`src/rtl/mem_copy_dma_pkg.sv`:
```
// Shared definitions for the mem_copy_dma block-copy engine:
// default widths and the FSM state encoding.
package mem_copy_dma_pkg;

  localparam int ADDR_WIDTH_DEF = 16;
  localparam int DATA_WIDTH_DEF = 16;

  // One word per three cycles in copy mode: READ presents the source
  // address, LATCH captures the returned word, WRITE stores it.
  typedef enum logic [2:0] {
    ST_IDLE  = 3'd0,
    ST_READ  = 3'd1,
    ST_LATCH = 3'd2,
    ST_WRITE = 3'd3,
    ST_DONE  = 3'd4
  } state_e;

endpackage

```
`src/rtl/mem_copy_dma.sv`:
```
// mem_copy_dma: block-copy initiator on a single-port memory.
// Copies `length` words from srcAddr to dstAddr in ascending order.
// Optional fill mode (macro MEM_COPY_DMA_FILL_EN) writes a constant
// instead of copying, skipping the read phase.
//
// Handshake: start is a request pulse that is only accepted while the
// FSM is in IDLE; once accepted, busy stays high until the last word is
// written, then done pulses for exactly one cycle. Requests arriving
// while busy or done are high are dropped, not queued.
module mem_copy_dma
  import mem_copy_dma_pkg::*;
#(
  parameter int ADDR_WIDTH = ADDR_WIDTH_DEF,
  parameter int DATA_WIDTH = DATA_WIDTH_DEF
) (
  input  logic                  clk,
  input  logic                  reset,
  input  logic                  start,
  input  logic [ADDR_WIDTH-1:0] srcAddr,
  input  logic [ADDR_WIDTH-1:0] dstAddr,
  input  logic [ADDR_WIDTH-1:0] length,
`ifdef MEM_COPY_DMA_FILL_EN
  input  logic                  fillMode,
  input  logic [DATA_WIDTH-1:0] fillValue,
`endif
  output logic                  busy,
  output logic                  done,
  output logic [ADDR_WIDTH-1:0] memAddress,
  output logic [DATA_WIDTH-1:0] memDataOut,
  output logic                  memWriteEnable,
  input  logic [DATA_WIDTH-1:0] memDataIn
);

  state_e                state_q, state_d;
  logic [ADDR_WIDTH-1:0] src_q, src_d;
  logic [ADDR_WIDTH-1:0] dst_q, dst_d;
  logic [ADDR_WIDTH-1:0] count_q, count_d;
  logic [DATA_WIDTH-1:0] buf_q, buf_d;
  logic                  fill_q, fill_d;
  logic                  req_fill;
  logic [DATA_WIDTH-1:0] req_fill_value;

  // Fill request as seen at the port; constant zero when fill is compiled out.
`ifdef MEM_COPY_DMA_FILL_EN
  assign req_fill       = fillMode;
  assign req_fill_value = fillValue;
`else
  assign req_fill       = 1'b0;
  assign req_fill_value = '0;
`endif

  // State and datapath registers with synchronous reset.
  always_ff @(posedge clk) begin
    if (reset) begin
      state_q <= ST_IDLE;
      src_q   <= '0;
      dst_q   <= '0;
      count_q <= '0;
      buf_q   <= '0;
      fill_q  <= 1'b0;
    end else begin
      state_q <= state_d;
      src_q   <= src_d;
      dst_q   <= dst_d;
      count_q <= count_d;
      buf_q   <= buf_d;
      fill_q  <= fill_d;
    end
  end

  // Next-state logic; a zero-length request goes straight to DONE.
  always_comb begin
    state_d = state_q;
    case (state_q)
      ST_IDLE: begin
        if (start) begin
          if (length == '0)  state_d = ST_DONE;
          else if (req_fill) state_d = ST_WRITE;
          else               state_d = ST_READ;
        end
      end
      ST_READ:  state_d = ST_LATCH;
      ST_LATCH: state_d = ST_WRITE;
      ST_WRITE: begin
        if (count_q == ADDR_WIDTH'(1)) state_d = ST_DONE;
        else if (fill_q)               state_d = ST_WRITE;
        else                           state_d = ST_READ;
      end
      ST_DONE:  state_d = ST_IDLE;
      default:  state_d = ST_IDLE;
    endcase
  end

  // Datapath updates: latch request, capture read data, step pointers per write.
  always_comb begin
    src_d   = src_q;
    dst_d   = dst_q;
    count_d = count_q;
    buf_d   = buf_q;
    fill_d  = fill_q;
    case (state_q)
      ST_IDLE: begin
        if (start) begin
          src_d   = srcAddr;
          dst_d   = dstAddr;
          count_d = length;
          fill_d  = req_fill;
          if (req_fill) buf_d = req_fill_value;
        end
      end
      ST_LATCH: buf_d = memDataIn;
      ST_WRITE: begin
        // Pointer arithmetic wraps modulo 2^ADDR_WIDTH by construction.
        src_d   = src_q + ADDR_WIDTH'(1);
        dst_d   = dst_q + ADDR_WIDTH'(1);
        count_d = count_q - ADDR_WIDTH'(1);
      end
      default: ;
    endcase
  end

  // Outputs decoded from state and registers only; memDataIn never reaches a port.
  always_comb begin
    busy           = 1'b0;
    done           = 1'b0;
    memAddress     = '0;
    memDataOut     = '0;
    memWriteEnable = 1'b0;
    case (state_q)
      ST_READ, ST_LATCH: begin
        busy       = 1'b1;
        memAddress = src_q;
      end
      ST_WRITE: begin
        busy           = 1'b1;
        memAddress     = dst_q;
        memDataOut     = buf_q;
        memWriteEnable = 1'b1;
      end
      ST_DONE: done = 1'b1;
      default: ;
    endcase
  end

endmodule

```
`config.mk`:
```
export PLATFORM = sky130hd
export DESIGN_NAME = mem_copy_dma
export DESIGN_NICKNAME = d
export VERILOG_FILES = /design/src/rtl/mem_copy_dma_pkg.sv /design/src/rtl/mem_copy_dma.sv
export SDC_FILE = /design/constraint.sdc
export NUM_CORES = 1
export LEC_CHECK = 0
export ABC_AREA = 0
export BUFFER_PORTS_ARGS = -buffer_cell sky130_fd_sc_hd__buf_2
export CAP_MARGIN = 40
export CORE_UTILIZATION = 46
export DETAILED_ROUTE_END_ITERATION = 7
export PLACE_DENSITY = 0.73
export SLEW_MARGIN = 25
export SYNTH_ARGS = -nofsm -noshare
export SYNTH_HDL_FRONTEND = slang
export SYNTH_SLANG_ARGS = --single-unit
```
`constraint.sdc`:
```
create_clock -name clk -period 1.86 [get_ports clk]
set_input_delay 0.279 -clock clk [delete_from_list [all_inputs] [get_ports clk]]
set_output_delay 0.279 -clock clk [all_outputs]
set_load 0.01 [all_outputs]
```
==> out/qor.json, run 1 <==
{
  "post-route-period-util_pct": 102,
  "cts.root.buffer_cell": "sky130_fd_sc_hd__clkbuf_8",
  "regToRegStartpoint": "state_q[1]",
  "power_frac_clock_pct": 29.4,
  "share_of_post_route_cells_with_drive_strength_above_1_pct": 32.1,
  "grt_first_pass_wirelength_um": 19500,
  "dr_total_vias": 4540,
  "p_per_area_nw_per_um2": 765,
  "intPower_mw": 2.72,
  "worst-endpoint-arrival_ps": 1610,
  "finalHoldWorstSlack_ps": 170,
  "globalplace.congestion": 0.865,
  "io-pin-count": 102,
  "worstSkewPairLatency_ps": 350,
  "synth_xor_xnor_area_share_pct": 1.30,
  "remaining_drc_errors": 0,
  "routed_via_density": 6.06,
  "status": "complete, but fails checks",
  "final_cell_count_without_fillers": 749,
  "synth-main-ff-cell": "sky130_fd_sc_hd__dfxtp_1",
  "finalWirelength_um": 12800,
  "async_sr_flop_fraction_pct": 0,
  "synth_commonest_cells": "sky130_fd_sc_hd__nand2_1 (78), sky130_fd_sc_hd__dfxtp_1 (67), sky130_fd_sc_hd__a21oi_1 (39)",
  "grt.total_usage_pct": 27.5,
  "design.die.area_um2": 9150,
  "areaGrowthSynthToFinish_pct": 30.9,
  "iter_0_drt_violations": 301,
  "yosysTopAreaCellShare_pct": 33.2,
  "synth_compound_area_share_pct": 23.4,
  "p_sw_mw": 1.32,
  "final-hold-violation-count": 0,
  "timing.reg2reg.worst_path_depth": 6,
  "skew_ps": 6.32,
  "worst_slew_margin_relative_to_its_limit_pct": 69.0,
  "netlist_top_cells_area": "sky130_fd_sc_hd__dfxtp_1 (33%), sky130_fd_sc_hd__nand2_1 (7.3%), sky130_fd_sc_hd__a21oi_1 (4.8%)",
  "tightest_slew_ps": 464,
  "fp-row-count": 33,
  "coreArea_um2": 8340,
  "cap_viol_max_count": 0,
  "syn-num-nets": 590,
  "synth-edff-count": 0,
  "worst_setup_path_start_kind": "register",
  "htreeDepth": 3,
  "num_antenna_cells": 0,
  "synthDominantAreaCellType": "sky130_fd_sc_hd__dfxtp_1",
  "congestion_overflow_gr": 0,
  "first_global_vias": 4068,
  "first_pass_iters": 5,
  "synth_area_per_cell_um2": 7.77,
  "final_period_minus_worst_setup_slack_ps": 1890,
  "post-synth-top-count-cell": "sky130_fd_sc_hd__nand2_1",
  "critical_path.startpoint": "state_q[0]",
  "setup.worst_path.end_class": "primary output",
  "worstSetupEndpoint": "memAddress[10]",
  "worst-endpoint-required_ps": 1580,
  "power.share.combinational_pct": 27.9,
  "yosys_warnings": 0,
  "timing.rr.end": "src_q[15]",
  "synthesis.instances": 519,
  "setup_violations": 8,
  "holdCritPathClass": "in -> reg",
  "grt_antenna_before_repair": 0,
  "numPlacedInstances": 720,
  "synth_adder_area_share_pct": 1.24,
  "postLayoutSetupSlackWorst_ps": -32.7,
  "clkSlewWorstSetupHoldPaths_ps": 70,
  "pin_count_of_the_biggest_net_entering_global_routing": 34,
  "tritoncts_sink_count": 67,
  "peakVddDrop_mv": 0.452,
  "cts_tree": "built",
  "failing_checks": "negative setup slack",
  "grt_setup_unrepaired": "true",
  "seq_power_share_pct": 42.7,
  "critical_path_peak_fanout": 8,
  "fp.dieH_um": 95.7,
  "power.share.switching_pct": 32.6,
  "place_ws_ps": -115,
  "dp_hpwl_um": 8400,
  "static-leakage-power_nw": 2.17,
  "synth_top_family_by_area": "simple AND/OR/NAND/NOR gates",
  "clk_path_buf_depth": 2,
  "fin_area_um2": 5280,
  "mappedNetlistArea_um2": 4040,
  "postPlaceCellArea_um2": 4760,
  "synth_simple_gate_area_share_pct": 34.0,
  "count_of_different_cell_masters_after_synthesis": 75,
  "max_freq_mhz": 528,
  "synth.mux.area_fraction_pct": 0.775,
  "numPortBuffers": 101,
  "nNetsFinal": 712,
  "post_drt_wl_per_cell_um": 17.1,
  "postCtsHoldBufs": 0,
  "tritoncts.num_buffers": 9,
  "synth.ff_latch_count": 67,
  "timing_max_transition_violations_final": 0,
  "timing.reg2reg.setup_slack_ps": 30,
  "ant_nets": 0,
  "die-width_um": 95.7,
  "initial_standard_cell_utilization_of_the_core_pct": 48.4,
  "setup.worst_path.class": "reg -> out",
  "synth_sequential_area_ratio_pct": 33.2,
  "layout.core_utilization_pct": 63.3
}
==> kinds of logic after synthesis <==
group,count (synthesis)
AND/OR/NAND/NOR,249
XOR/XNOR,6
adder cells (fa/ha/maj),4
AO/OA/AOI/OAI,137
flip-flops,67
buffers and inverters,53
multiplexers,3
==> per-layer routing <==
layer | GRT usage [%] | vias up | wire length, µm
met3 | 5.34 | 20 | 985
met2 | 45.8 | 195 | 6280
met1 | 34.9 | 2149 | 5290
met4 | 10.6 | 0 | 259
li1 | - | 2176 | -
met5 | 0 | - | 0
==> registers in the layout, summed over array words and instances, names as in the netlist <==
signal / cells
count_q: 16
state_q: 3
dst_q: 16
buf_q: 16
src_q: 16
==> worst max-delay path: stages (launching register included) <==
cell and delay [ps]:
sky130_fd_sc_hd__dfxtp_4 360, sky130_fd_sc_hd__buf_8 140, sky130_fd_sc_hd__xnor2_4 150, sky130_fd_sc_hd__nor2_4 150
sky130_fd_sc_hd__buf_12 170, sky130_fd_sc_hd__a22o_1 160, sky130_fd_sc_hd__buf_2 140
==> how the worst min path moves through the flow <==
| stage | from | to | cells after the start | slack, ps |
|---|---|---|---|---|
| after global routing | memDataIn[6] | buf_q[6] | 3 | 160 |
| final | memDataIn[13] | buf_q[13] | 3 | 170 |
| after global placement | buf_q[2] | buf_q[2] | 2 | 440 |
| after CTS | memDataIn[8] | buf_q[8] | 3 | 150 |
| after detailed placement | buf_q[8] | buf_q[8] | 2 | 450 |
| after floorplan | memDataIn[0] | buf_q[0] | 2 | 410 |
==> metrics by stage <==
stage	setup TNS [ps]	total power [mW]
2_1_floorplan	0	2.33
3_3_place_gp	-1140	2.68
3_5_place_dp	-957	2.70
4_1_cts	-756	4.03
5_1_grt	-1050	4.23
6_report	-127	4.04
==> power groups by stage <==
stage	clock [mW]	sequential [mW]	combinational, mW
floorplan	0	1.71	0.629
global placement	0	1.74	0.937
detailed placement	0	1.75	0.955
CTS	1.21	1.72	1.10
global route	1.27	1.74	1.22
finish	1.19	1.72	1.13
==> final cells by class <==
| type | instances | area, µm² |
|---|---|---|
| Clock inverter | 3 | 40.0 |
| Fill cell | 732 | 3060 |
| Sequential cell | 67 | 1350 |
| Inverter | 12 | 48.8 |
| Tap cell | 105 | 131 |
| Timing Repair Buffer | 152 | 1010 |
| Multi-Input combinational cell | 399 | 2560 |
| Clock buffer | 11 | 141 |
==> layout by cell type, fill, tap and decap left out, types with 11 or more instances in the layout <==
cell,n
sky130_fd_sc_hd__nor3_1,16
sky130_fd_sc_hd__a21oi_1,37
sky130_fd_sc_hd__dfxtp_1,64
sky130_fd_sc_hd__and2_1,19
sky130_fd_sc_hd__nor2_1,28
sky130_fd_sc_hd__inv_1,11
sky130_fd_sc_hd__nand3_1,22
sky130_fd_sc_hd__a31oi_1,12
sky130_fd_sc_hd__nand2_1,74
sky130_fd_sc_hd__buf_2,101
sky130_fd_sc_hd__buf_4,38
sky130_fd_sc_hd__nand4_1,13
==> timing repair <==
item | 4_1_cts | 5_1_grt
buffers inserted | 6 | 7
pin swaps | 6 | 7
gates resized for setup | 36 | 13
cloned | 2 | 1
setup endpoints to repair | 51 | 40
Note: power is estimated with default switching activity, not from simulation.
==> run 2: changes to the inputs <==
- RECOVER_POWER: unset -> 50
- SKIP_CTS_REPAIR_TIMING: unset -> 1
==> run 2 against run 1 <==
The flow still finishes with violations (negative setup slack). Core utilization is essentially flat. Routed wire length shrank 0.20%. Setup slack lost 38 ps. Global-route usage shrank 1.3 points. Sequential cell count is the same. Clock power is essentially flat. Sequential share of layout area is essentially flat. Total power grew 0.58%. Worst hold slack gained 2.0 ps. Maximum frequency shrank 2.0%. Critical path type unchanged. Largest cell class unchanged.
==> out/qor.json, run 2 (synthesis results as in run 1) <==
{
  "status": "complete, but fails checks",
  "failing_checks": "negative setup slack",
  "cap_viol_max_count": 0,
  "coreArea_um2": 8340,
  "critical_path_peak_fanout": 8,
  "numPortBuffers": 101,
  "hp-start": "memDataIn[8]",
  "grt_first_pass_wirelength_um": 18700,
  "congestion_overflow_gr": 0,
  "regToRegStartpoint": "state_q[1]",
  "clk_path_buf_depth": 2,
  "ant_nets": 0,
  "tritoncts.num_buffers": 9,
  "timing.rr.end": "src_q[15]",
  "final_cell_count_without_fillers": 748,
  "htreeDepth": 3,
  "postLayoutSetupSlackWorst_ps": -70.4,
  "final_period_minus_worst_setup_slack_ps": 1930,
  "areaGrowthSynthToFinish_pct": 30.9,
  "worst_slew_margin_relative_to_its_limit_pct": 68.9,
  "tritoncts_sink_count": 67,
  "timing.reg2reg.worst_path_depth": 6,
  "first_pass_iters": 5,
  "place_ws_ps": -115,
  "seq_power_share_pct": 42.4,
  "worstSkewPairLatency_ps": 340,
  "final-hold-violation-count": 0,
  "worst_setup_path_start_kind": "register",
  "p_sw_mw": 1.32,
  "dr_total_vias": 4544,
  "timing.reg2reg.setup_slack_ps": -60,
  "setup.worst_path.end_class": "primary output",
  "final_common_cell": "sky130_fd_sc_hd__buf_2",
  "timing_max_transition_violations_final": 0,
  "postPlaceCellArea_um2": 4760,
  "worst-endpoint-arrival_ps": 1650,
  "initial_standard_cell_utilization_of_the_core_pct": 48.4,
  "nNetsFinal": 711,
  "power.share.switching_pct": 32.6,
  "hold-path-cell-count": 3,
  "clkSlewWorstSetupHoldPaths_ps": 70,
  "setup.worst_path.class": "reg -> out",
  "skew_ps": 7.48,
  "p_total_mw": 4.06,
  "layout.core_utilization_pct": 63.3,
  "post_drt_wl_per_cell_um": 17.1,
  "remaining_drc_errors": 0,
  "finalHoldWorstSlack_ps": 172,
  "cts.root.buffer_cell": "sky130_fd_sc_hd__clkbuf_8",
  "max_freq_mhz": 518,
  "iter_0_drt_violations": 300,
  "design.die.area_um2": 9150,
  "fp.dieH_um": 95.7,
  "worst_path_max_delay_cell": "sky130_fd_sc_hd__dfxtp_4",
  "multiInputGateArea_um2": 2580,
  "fin_area_um2": 5280,
  "fillCellCount": 726,
  "die-width_um": 95.7,
  "intPower_mw": 2.74,
  "p_per_area_nw_per_um2": 769,
  "finalWirelength_um": 12800,
  "grt_antenna_before_repair": 0,
  "area.sequential_um2": 1350,
  "routed_via_density": 6.07,
  "peakVddDrop_mv": 0.450,
  "power_frac_clock_pct": 29.2,
  "globalplace.congestion": 0.865,
  "post-route-period-util_pct": 104,
  "share_of_post_route_cells_with_drive_strength_above_1_pct": 32.2,
  "num_antenna_cells": 0,
  "dp_hpwl_um": 8400,
  "tightest_slew_ps": 465,
  "pin_count_of_the_biggest_net_entering_global_routing": 66,
  "power.share.combinational_pct": 28.4,
  "fin_setup_tns_ps": -850,
  "grt_setup_unrepaired": "true",
  "first_global_vias": 3938,
  "io-pin-count": 102,
  "worst_hold_path.endpoint": "buf_q[8]",
  "grt.total_usage_pct": 26.2,
  "numPlacedInstances": 720,
  "cts_tree": "built",
  "worst_path_largest_cell_delay_ps": 370,
  "fp-row-count": 33,
  "setup_violations": 21,
  "commonest_cells_after_routing_fill_and_taps_aside": "sky130_fd_sc_hd__buf_2 (101), sky130_fd_sc_hd__nand2_1 (73), sky130_fd_sc_hd__dfxtp_1 (65)",
  "holdCritPathClass": "in -> reg",
  "crit_path_cell_trace": "buf_12, xnor2_4, nor2_4, clkbuf_16, a22o_1, buf_2",
  "worst-endpoint-required_ps": 1580,
  "static-leakage-power_nw": 2.14
}
-- run 2: cell count changes in the layout (fill, tap and decap cells not counted), sizes merged --
cell    delta
buf        -5
bufbuf     -1
clkbuf     +4
nand2      +1
-- run 2: layout make-up --
| type | instances | share of cell area (%) |
|---|---|---|
| Inverter | 12 | 0.924 |
| Clock buffer | 11 | 2.68 |
| Multi-Input combinational cell | 400 | 48.9 |
| Tap cell | 105 | 2.49 |
| Sequential cell | 67 | 25.5 |
| Clock inverter | 3 | 0.758 |
| Timing Repair Buffer | 150 | 18.7 |
-- run 2: worst max path at each step --
| stage | startpoint | to | slack, ps | cells past startpoint |
|---|---|---|---|---|
| after CTS | state_q[0] | memAddress[7] | -440 | 6 |
| final | state_q[1] | memAddress[6] | -70 | 6 |
| after floorplan | state_q[2] | memAddress[10] | 40 | 8 |
| after global routing | state_q[1] | memAddress[10] | -120 | 6 |
| after global placement | start | dst_q[6] | -270 | 6 |
| after detailed placement | state_q[0] | src_q[11] | -110 | 6 |
-- run 2: worst max-delay path, delay by kind of cell, from the launching register on --
family | cells | cell delay, ps
buffers and inverters | 3 | 460
xor gates and xnor gates | 1 | 150
and+or+nand+nor | 1 | 190
AOI/OAI and AO/OA | 1 | 140
DFF | 1 | 370
-- run 2: routing by layer --
layer,up-vias,global-route usage [%],part of all wire [%]
li1,2168,-,-
met1,2112,34.5,41
met2,232,43.4,48
met3,32,4.94,8.8
met4,0,7.59,2.1
met5,-,0,0
-- run 2: power groups by stage --
| stage | clock network [mW] | registers, mW | logic (mW) |
|---|---|---|---|
| after floorplan | 0 | 1.71 | 0.629 |
| after global placement | 0 | 1.74 | 0.937 |
| after CTS | 1.21 | 1.71 | 0.958 |
| after global routing | 1.27 | 1.74 | 1.25 |
| after detailed placement | 0 | 1.75 | 0.955 |
| final | 1.19 | 1.72 | 1.15 |
